$ cat src/rtl/regfile_pkg.sv
`default_nettype none
// ------------------------------------------------------------------
// regfile_pkg: shared types and sizing for the register file
// Revision: 1.0
// ------------------------------------------------------------------
package regfile_pkg;

  localparam int c_RF_DATA_W = 32;
  localparam int c_RF_DEPTH  = 32;

  typedef enum logic [0:0] {
    INIT = 1'b0,
    RUN  = 1'b1
  } rf_state_t;

  // True when an address names a real, writable entry.
  function automatic logic rf_addr_live(input int unsigned addr,
                                        input int unsigned depth,
                                        input bit          zero_reg);
    return (addr < depth) && !(zero_reg && (addr == 0));
  endfunction

endpackage
`default_nettype wire

$ cat src/rtl/regfile_sb_if.sv
`default_nettype none
// ------------------------------------------------------------------
// regfile_sb_if: decode/writeback-facing signal bundle of regfile_sb
// Revision: 1.0
// ------------------------------------------------------------------
interface regfile_sb_if
  import regfile_pkg::*;
#(
  parameter int DATA_W = c_RF_DATA_W,
  parameter int ADDR_W = $clog2(c_RF_DEPTH)
);

  logic              init_req;
  logic              init_busy;
  logic              wr_valid;
  logic              wr_ready;
  logic [ADDR_W-1:0] wr_addr;
  logic [DATA_W-1:0] wr_data;
  logic              rsv_en;
  logic [ADDR_W-1:0] rsv_addr;
  logic [ADDR_W-1:0] rd_a_addr;
  logic [ADDR_W-1:0] rd_b_addr;
  logic [DATA_W-1:0] rd_a_data;
  logic [DATA_W-1:0] rd_b_data;
  logic              busy_a;
  logic              busy_b;

  modport master (
    output init_req, wr_valid, wr_addr, wr_data, rsv_en, rsv_addr,
           rd_a_addr, rd_b_addr,
    input  init_busy, wr_ready, rd_a_data, rd_b_data, busy_a, busy_b
  );

  modport slave (
    input  init_req, wr_valid, wr_addr, wr_data, rsv_en, rsv_addr,
           rd_a_addr, rd_b_addr,
    output init_busy, wr_ready, rd_a_data, rd_b_data, busy_a, busy_b
  );

endinterface
`default_nettype wire

$ cat src/rtl/regfile_rdport.sv
`default_nettype none
// ------------------------------------------------------------------
// regfile_rdport: one registered read port with bypass and scoreboard bit
// Revision: 1.0
// ------------------------------------------------------------------
module regfile_rdport
  import regfile_pkg::*;
#(
  parameter int DATA_W   = c_RF_DATA_W,
  parameter int DEPTH    = c_RF_DEPTH,
  parameter int ADDR_W   = $clog2(DEPTH),
  parameter bit ZERO_REG = 1'b1,
  parameter bit BYPASS   = 1'b1
) (
  input  logic              clk,
  input  logic              clr_n,
  input  logic              init_i,
  input  logic [ADDR_W-1:0] addr_i,
  input  logic              wr_fire_i,
  input  logic [ADDR_W-1:0] wr_addr_i,
  input  logic [DATA_W-1:0] wr_data_i,
  input  logic [DATA_W-1:0] mem_i [DEPTH],
  input  logic [DEPTH-1:0]  sb_i,
  output logic [DATA_W-1:0] data_o,
  output logic              busy_o
);

  logic [DATA_W-1:0] data_q, data_d;
  logic              busy_q, busy_d;
  logic              w_live;

  // Out-of-range and hardwired-zero addresses both collapse to "0, not busy".
  assign w_live = rf_addr_live(32'(addr_i), DEPTH, ZERO_REG);

  always_comb begin
    data_d = '0;
    busy_d = 1'b0;
    if (!init_i && w_live) begin
      if (BYPASS && wr_fire_i && (wr_addr_i == addr_i)) begin
        data_d = wr_data_i;
      end else begin
        data_d = mem_i[addr_i];
        busy_d = sb_i[addr_i];
      end
    end
  end

  always_ff @(posedge clk or negedge clr_n) begin
    if (!clr_n) begin
      data_q <= '0;
      busy_q <= 1'b0;
    end else begin
      data_q <= data_d;
      busy_q <= busy_d;
    end
  end

  assign data_o = data_q;
  assign busy_o = busy_q;

endmodule
`default_nettype wire

$ cat src/rtl/regfile_sb.sv
`default_nettype none
// ------------------------------------------------------------------
// regfile_sb: 1W/2R register file with pending-write scoreboard and zeroing sweep
// Revision: 1.0
// ------------------------------------------------------------------
module regfile_sb
  import regfile_pkg::*;
#(
  parameter int DATA_W   = c_RF_DATA_W,
  parameter int DEPTH    = c_RF_DEPTH,
  parameter int ADDR_W   = $clog2(DEPTH),
  parameter bit ZERO_REG = 1'b1,
  parameter bit BYPASS   = 1'b1
) (
  input logic         clk,
  input logic         clr_n,
  regfile_sb_if.slave bus
);

  localparam logic [ADDR_W-1:0] c_LAST = ADDR_W'(DEPTH - 1);

  rf_state_t         state_q, state_d;
  logic [ADDR_W-1:0] idx_q, idx_d;
  logic [DEPTH-1:0]  sb_q, sb_d;
  logic [DATA_W-1:0] mem_q [DEPTH];

  logic w_run;
  logic w_wr_fire;
  logic w_wr_live;
  logic w_rsv_live;

  assign w_run      = (state_q == RUN);
  assign w_wr_fire  = bus.wr_valid && w_run;
  assign w_wr_live  = w_wr_fire && rf_addr_live(32'(bus.wr_addr), DEPTH, ZERO_REG);
  assign w_rsv_live = bus.rsv_en && w_run
                      && rf_addr_live(32'(bus.rsv_addr), DEPTH, ZERO_REG);

  always_comb begin
    state_d = state_q;
    idx_d   = idx_q;
    case (state_q)
      INIT: begin
        if (idx_q == c_LAST) begin
          state_d = RUN;
          idx_d   = '0;
        end else begin
          idx_d = idx_q + 1'b1;
        end
      end
      RUN: begin
        if (bus.init_req) begin
          state_d = INIT;
          idx_d   = '0;
        end
      end
      default: begin
        state_d = INIT;
        idx_d   = '0;
      end
    endcase
  end

  always_ff @(posedge clk or negedge clr_n) begin
    if (!clr_n) begin
      state_q <= INIT;
      idx_q   <= '0;
    end else begin
      state_q <= state_d;
      idx_q   <= idx_d;
    end
  end

  // Reservation is applied after the write clear so a re-issued producer wins.
  always_comb begin
    sb_d = sb_q;
    if (w_run && bus.init_req) begin
      sb_d = '0;
    end else begin
      for (int i = 0; i < DEPTH; i++) begin
        if (w_wr_live && (bus.wr_addr == ADDR_W'(i))) sb_d[i] = 1'b0;
        if (w_rsv_live && (bus.rsv_addr == ADDR_W'(i))) sb_d[i] = 1'b1;
      end
    end
  end

  always_ff @(posedge clk or negedge clr_n) begin
    if (!clr_n) begin
      sb_q <= '0;
    end else begin
      sb_q <= sb_d;
    end
  end

  // Storage has no reset; the sweep owns the write port while in INIT.
  always_ff @(posedge clk) begin
    if (state_q == INIT) begin
      mem_q[idx_q] <= '0;
    end else if (w_wr_live) begin
      mem_q[bus.wr_addr] <= bus.wr_data;
    end
  end

  assign bus.init_busy = (state_q == INIT);
  assign bus.wr_ready  = w_run;

  regfile_rdport #(
    .DATA_W  (DATA_W),
    .DEPTH   (DEPTH),
    .ADDR_W  (ADDR_W),
    .ZERO_REG(ZERO_REG),
    .BYPASS  (BYPASS)
  ) u_rd_a (
    .clk      (clk),
    .clr_n    (clr_n),
    .init_i   (!w_run),
    .addr_i   (bus.rd_a_addr),
    .wr_fire_i(w_wr_fire),
    .wr_addr_i(bus.wr_addr),
    .wr_data_i(bus.wr_data),
    .mem_i    (mem_q),
    .sb_i     (sb_q),
    .data_o   (bus.rd_a_data),
    .busy_o   (bus.busy_a)
  );

  regfile_rdport #(
    .DATA_W  (DATA_W),
    .DEPTH   (DEPTH),
    .ADDR_W  (ADDR_W),
    .ZERO_REG(ZERO_REG),
    .BYPASS  (BYPASS)
  ) u_rd_b (
    .clk      (clk),
    .clr_n    (clr_n),
    .init_i   (!w_run),
    .addr_i   (bus.rd_b_addr),
    .wr_fire_i(w_wr_fire),
    .wr_addr_i(bus.wr_addr),
    .wr_data_i(bus.wr_data),
    .mem_i    (mem_q),
    .sb_i     (sb_q),
    .data_o   (bus.rd_b_data),
    .busy_o   (bus.busy_b)
  );

endmodule
`default_nettype wire

$ cat src/flat_wrapper.sv
// flat-port wrapper written by rule: the top's interface ports become plain ports
module regfile_sb_flat import regfile_pkg::*;
#(
  parameter int DATA_W   = c_RF_DATA_W,
  parameter int DEPTH    = c_RF_DEPTH,
  parameter int ADDR_W   = $clog2(DEPTH),
  parameter bit ZERO_REG = 1'b1,
  parameter bit BYPASS   = 1'b1
)
  (clk, clr_n, bus_init_req, bus_wr_valid, bus_wr_addr, bus_wr_data, bus_rsv_en, bus_rsv_addr, bus_rd_a_addr, bus_rd_b_addr, bus_init_busy, bus_wr_ready, bus_rd_a_data, bus_rd_b_data, bus_busy_a, bus_busy_b);
  regfile_sb_if #(.DATA_W(DATA_W), .ADDR_W(ADDR_W)) bus_i ();
  input logic clk;
  input logic clr_n;
  input wire logic [$bits(bus_i.init_req)-1:0] bus_init_req;
  input wire logic [$bits(bus_i.wr_valid)-1:0] bus_wr_valid;
  input wire logic [$bits(bus_i.wr_addr)-1:0] bus_wr_addr;
  input wire logic [$bits(bus_i.wr_data)-1:0] bus_wr_data;
  input wire logic [$bits(bus_i.rsv_en)-1:0] bus_rsv_en;
  input wire logic [$bits(bus_i.rsv_addr)-1:0] bus_rsv_addr;
  input wire logic [$bits(bus_i.rd_a_addr)-1:0] bus_rd_a_addr;
  input wire logic [$bits(bus_i.rd_b_addr)-1:0] bus_rd_b_addr;
  output wire logic [$bits(bus_i.init_busy)-1:0] bus_init_busy;
  output wire logic [$bits(bus_i.wr_ready)-1:0] bus_wr_ready;
  output wire logic [$bits(bus_i.rd_a_data)-1:0] bus_rd_a_data;
  output wire logic [$bits(bus_i.rd_b_data)-1:0] bus_rd_b_data;
  output wire logic [$bits(bus_i.busy_a)-1:0] bus_busy_a;
  output wire logic [$bits(bus_i.busy_b)-1:0] bus_busy_b;
  assign bus_i.init_req = bus_init_req;
  assign bus_i.wr_valid = bus_wr_valid;
  assign bus_i.wr_addr = bus_wr_addr;
  assign bus_i.wr_data = bus_wr_data;
  assign bus_i.rsv_en = bus_rsv_en;
  assign bus_i.rsv_addr = bus_rsv_addr;
  assign bus_i.rd_a_addr = bus_rd_a_addr;
  assign bus_i.rd_b_addr = bus_rd_b_addr;
  assign bus_init_busy = bus_i.init_busy;
  assign bus_wr_ready = bus_i.wr_ready;
  assign bus_rd_a_data = bus_i.rd_a_data;
  assign bus_rd_b_data = bus_i.rd_b_data;
  assign bus_busy_a = bus_i.busy_a;
  assign bus_busy_b = bus_i.busy_b;
  regfile_sb #(.DATA_W(DATA_W), .DEPTH(DEPTH), .ADDR_W(ADDR_W), .ZERO_REG(ZERO_REG), .BYPASS(BYPASS)) u_core (.clk(clk), .clr_n(clr_n), .bus(bus_i));
endmodule
$ cat config.mk
export PLATFORM = sky130hd
export DESIGN_NAME = regfile_sb_flat
export DESIGN_NICKNAME = d
export VERILOG_FILES = /design/src/rtl/regfile_pkg.sv /design/src/rtl/regfile_sb_if.sv /design/src/rtl/regfile_rdport.sv /design/src/rtl/regfile_sb.sv /design/src/flat_wrapper.sv
export SDC_FILE = /design/constraint.sdc
export NUM_CORES = 2
export LEC_CHECK = 0
export ABC_CLOCK_PERIOD_IN_PS = 9980
export CAP_MARGIN = 20
export CORE_ASPECT_RATIO = 0.7
export CORE_MARGIN = 2
export CORE_UTILIZATION = 65
export CTS_CLUSTER_SIZE = 20
export DETAILED_ROUTE_END_ITERATION = 10
export PLACE_DENSITY_LB_ADDON = 0.12
export SLEW_MARGIN = 15
export SYNTH_ARGS = -nofsm -noshare
export SYNTH_HDL_FRONTEND = slang
export SYNTH_SLANG_ARGS = --single-unit
$ cat constraint.sdc
create_clock -name clk -period 9.98 [get_ports clk]
set_input_delay 2.994 -clock clk [delete_from_list [all_inputs] [get_ports clk]]
set_output_delay 2.994 -clock clk [all_outputs]
set_load 0.005 [all_outputs]
==> impl_metrics.json <==
{
  "coreArea_sq_um": 96000,
  "crit_path_top_delay_cell": "nor2_4",
  "clk_path_buf_depth": 3,
  "slowest_delay_ns": 0.92,
  "cts_tree": "built",
  "final_nets": 4744,
  "io_pins": 125,
  "ys_seq_area_share_pct": 52.9,
  "fillers": 6307,
  "viasPerCell": 8.40,
  "powerDensity_nw_per_um2": 284,
  "required_ns": 10.34,
  "finalSetupViolations": 0,
  "synth.area.mux_share_pct": 21.2,
  "finalSetupTns_ns": 0,
  "synth_edf_count": 1024,
  "dp.final_hpwl_um": 152000,
  "grt_pass1_vias": 46599,
  "hold_violations": 0,
  "crit_path_end_kind": "flip-flop",
  "relSlewSlack_pct": 15.6,
  "path_clk_slew_ns": 0.06,
  "reg2reg_depth": 3,
  "start_kind": "input pin",
  "hp-class": "flip-flop to flip-flop",
  "gr-total-overflow": 0,
  "crit_type": "input pin to flip-flop",
  "fin_skew_ns": 0.0235,
  "path_buf_inv": 1,
  "min-delay-start": "u_core.sb_q[0]$_DFFE_PN0P_",
  "seq_area_sq_um": 33400,
  "firstDrtPassIters": 7,
  "synthFlopType": "edfxtp_1",
  "ys_warn_count": 0,
  "synth_top_family_by_area": "multiplexers",
  "antenna_left": 0,
  "drc": 0,
  "fmax_ghz": 0.169,
  "cts.htree.levels": 3,
  "yosys.area_share.adder_pct": 0.0992,
  "path_cells": "clkdlybuf4s50_1 > or2_2 > nor2_4 > nand2_1 > nand2_2",
  "die_h_um": 265,
  "synth_cells": 4819,
  "cp.arrival_ns": 6.28,
  "syn_to_final_growth_pct": 10.1,
  "cts.repair.resized": 0,
  "multi_input_area_sq_um": 28300,
  "grt_start_max_net_pins": 119,
  "reg2reg_slack_ns": 6.61,
  "grt_first_pass_wirelength_um": 344000,
  "synth-xor-area-share_pct": 0.139,
  "synthesis.nets": 4881,
  "start_util_pct": 65.6,
  "fp.dieW_um": 376,
  "reg2reg_to": "u_core.mem_q[112]$_DFFE_PP_",
  "outcome": "completed",
  "synth_area_sq_um": 63000,
  "max-cap-violations": 0,
  "synth_compound_area_share_pct": 15.5,
  "async_reset_ff_share_pct": 9.22,
  "finalCritPeriodShare_pct": 59.4,
  "io_buffers": 124,
  "numClockSinks": 1128,
  "track_usage_pct": 48.8,
  "rr_startpoint": "u_core.bus.wr_ready$_DFF_PN0_",
  "drtIter0Drc": 10370,
  "power_mw": 19.7,
  "ir_drop_mv": 0.182,
  "dieArea_sq_um": 99500,
  "yosys.area_share.simple_pct": 6.53,
  "hold_depth": 1,
  "ys_ff_latch": 1128,
  "place_congestion": 0.983,
  "totalWireLength_um": 245000,
  "netlist-cell-type-count": 55,
  "wl_per_cell_um": 40.5,
  "cts_root_buffer": "clkbuf_16",
  "slew_viol_final": 0,
  "avgSynthCellArea_sq_um": 13.1,
  "clock_latency_ns": 0.76,
  "cts-hold-fix-buffers": 0,
  "p_leak_nw": 26.2,
  "via_count": 50776,
  "max_slew.worst_pin.slew_ns": 1.27,
  "cts_inserted_buffers": 108,
  "cts_setup_buffers": 0,
  "rsz0062_at_grt": "false",
  "antenna_found_initial": 11,
  "crit_fanout": 34,
  "num_rows": 95,
  "layout-drive-gt1-share_pct": 18.4,
  "fin_crit_ns": 5.93,
  "holdPathEnd": "u_core.sb_q[0]$_DFFE_PN0P_",
  "critPathTopFamily": "simple AND/OR/NAND/NOR gates"
}
## sequential cells by signal (all words and copies together), names as in the netlist
name / cells
u_core.u_rd_a.busy_o: 1
u_core.u_rd_a.data_o: 32
u_core.mem_q: 1024
u_core.u_rd_b.busy_o: 1
u_core.idx_q: 5
u_core.u_rd_b.data_o: 32
u_core.sb_q: 32
u_core.bus.wr_ready: 1
## cell families (layout without fill, tap and decap cells)
kind of cell | after synthesis | count (layout)
compound gates | 1452 | 1452
xor+xnor | 10 | 10
fa+ha+maj | 5 | 5
buf+inv | 511 | 467
flops | 1128 | 1128
mux | 731 | 731
other cells | 0 | 8
simple gates | 982 | 982
## worst max path at each step
stage                   start                     endpoint  cells after the start
4_1_cts        bus_wr_addr[3]  u_core.mem_q[134]$_DFFE_PP_                      5
3_5_place_dp   bus_wr_addr[3]  u_core.mem_q[145]$_DFFE_PP_                      5
2_1_floorplan  bus_wr_addr[0]  u_core.mem_q[832]$_DFFE_PP_                      5
5_1_grt        bus_wr_addr[4]  u_core.mem_q[365]$_DFFE_PP_                      5
6_report       bus_wr_addr[3]  u_core.mem_q[414]$_DFFE_PP_                      5
3_3_place_gp   bus_wr_addr[3]  u_core.mem_q[129]$_DFFE_PP_                      5
## worst register-to-register path, cell delays in order, from the launching register on
cell and delay, ns:
dfrtp_4 0.82, buf_12 0.71, nand2_1 1.17, o21ai_0 0.49
## Yosys cell counts, drive strengths merged (3+ instances only)
master | count | area share, %
a22oi | 75 | 0.89
and2 | 65 | 0.65
nand2 | 726 | 4.3
nor3 | 7 | 0.056
nor3b | 5 | 0.060
nor2 | 75 | 0.45
a311oi | 4 | 0.075
mux2 | 3 | 0.054
dfrtp | 104 | 4.1
inv | 9 | 0.054
nand3 | 35 | 0.28
a32o | 31 | 0.49
nand3b | 3 | 0.036
clkbuf | 369 | 2.2
a221o | 30 | 0.48
or2 | 3 | 0.030
buf | 133 | 1.4
o21ai | 678 | 5.4
mux4 | 481 | 17
mux2i | 247 | 3.9
ha | 5 | 0.099
and3 | 4 | 0.040
xor2 | 8 | 0.11
a21oi | 72 | 0.57
nand2b | 36 | 0.36
a31oi | 17 | 0.17
o221ai | 12 | 0.17
a221oi | 66 | 0.92
nor4 | 3 | 0.054
a22o | 419 | 5.8
edfxtp | 1024 | 49
o22ai | 6 | 0.060
o211ai | 36 | 0.43
nor2b | 14 | 0.14
## cell type report
type | count | area share, %
Timing Repair Buffer | 255 | 3.74
Tap cell | 1261 | 2.27
Multi-Input combinational cell | 3180 | 40.7
Inverter | 9 | 0.0505
Clock inverter | 65 | 0.934
Sequential cell | 1128 | 48.1
Antenna cell | 8 | 0.0288
Clock buffer | 138 | 4.21
## placed cells by master, fill, tap and decap left out, types with 7 or more instances in the layout
cell type	n
a22oi_1	75
nor3_1	7
clkinv_1	22
nand2_1	714
a21oi_4	17
clkbuf_16	112
clkbuf_1	23
dfrtp_1	103
o211ai_1	36
clkdlybuf4s50_1	114
diode_2	8
buf_16	10
mux2i_1	247
o21ai_4	20
nor2b_1	11
mux4_2	481
edfxtp_1	1024
xor2_1	8
nor2_4	15
nand2_2	12
a32o_1	31
a22o_1	419
bufinv_16	12
a221o_1	30
o21ai_0	657
a221oi_1	66
and2_1	60
nand3_1	35
o221ai_1	12
buf_12	11
clkinv_2	23
a21oi_1	55
inv_1	7
nand2b_1	35
nor2_1	60
a31oi_4	16
buf_4	114
## report_power, final
part | total (mW) | leakage, nW | switching (mW) | internal [mW]
clock | 4.32 | 1.75 | 1.94 | 2.38
sequential | 9.25 | 13.3 | 1.54 | 7.70
combinational | 6.15 | 11.2 | 3.42 | 2.72
## layer usage
layer	part of all wire [%]	vias to the layer above	routed length, um	GRT usage, %
li1	-	19002	-	-
met4	7.6	14	18600	28.5
met1	33	24701	81000	67.9
met3	19	1004	47300	20.5
met5	0.040	-	98	0
met2	40	6055	97700	64.5
## per-stage QoR
stage | instance area, sq um | cells | utilization [%] | setup WS [ns] | hold WS [ns]
6_report | 69400 | 6044 | 72.3 | 4.05 | 0.540
2_1_floorplan | 63000 | 4819 | - | 3.26 | 0.485
3_3_place_gp | 65400 | 5818 | 68.1 | 3.39 | 0.511
4_1_cts | 69100 | 6025 | 72.0 | 4.19 | 0.541
3_5_place_dp | 65500 | 5822 | 68.2 | 3.40 | 0.523
5_1_grt | 69400 | 6037 | 72.2 | 4.03 | 0.556
Note: power is estimated with default switching activity, not from simulation.
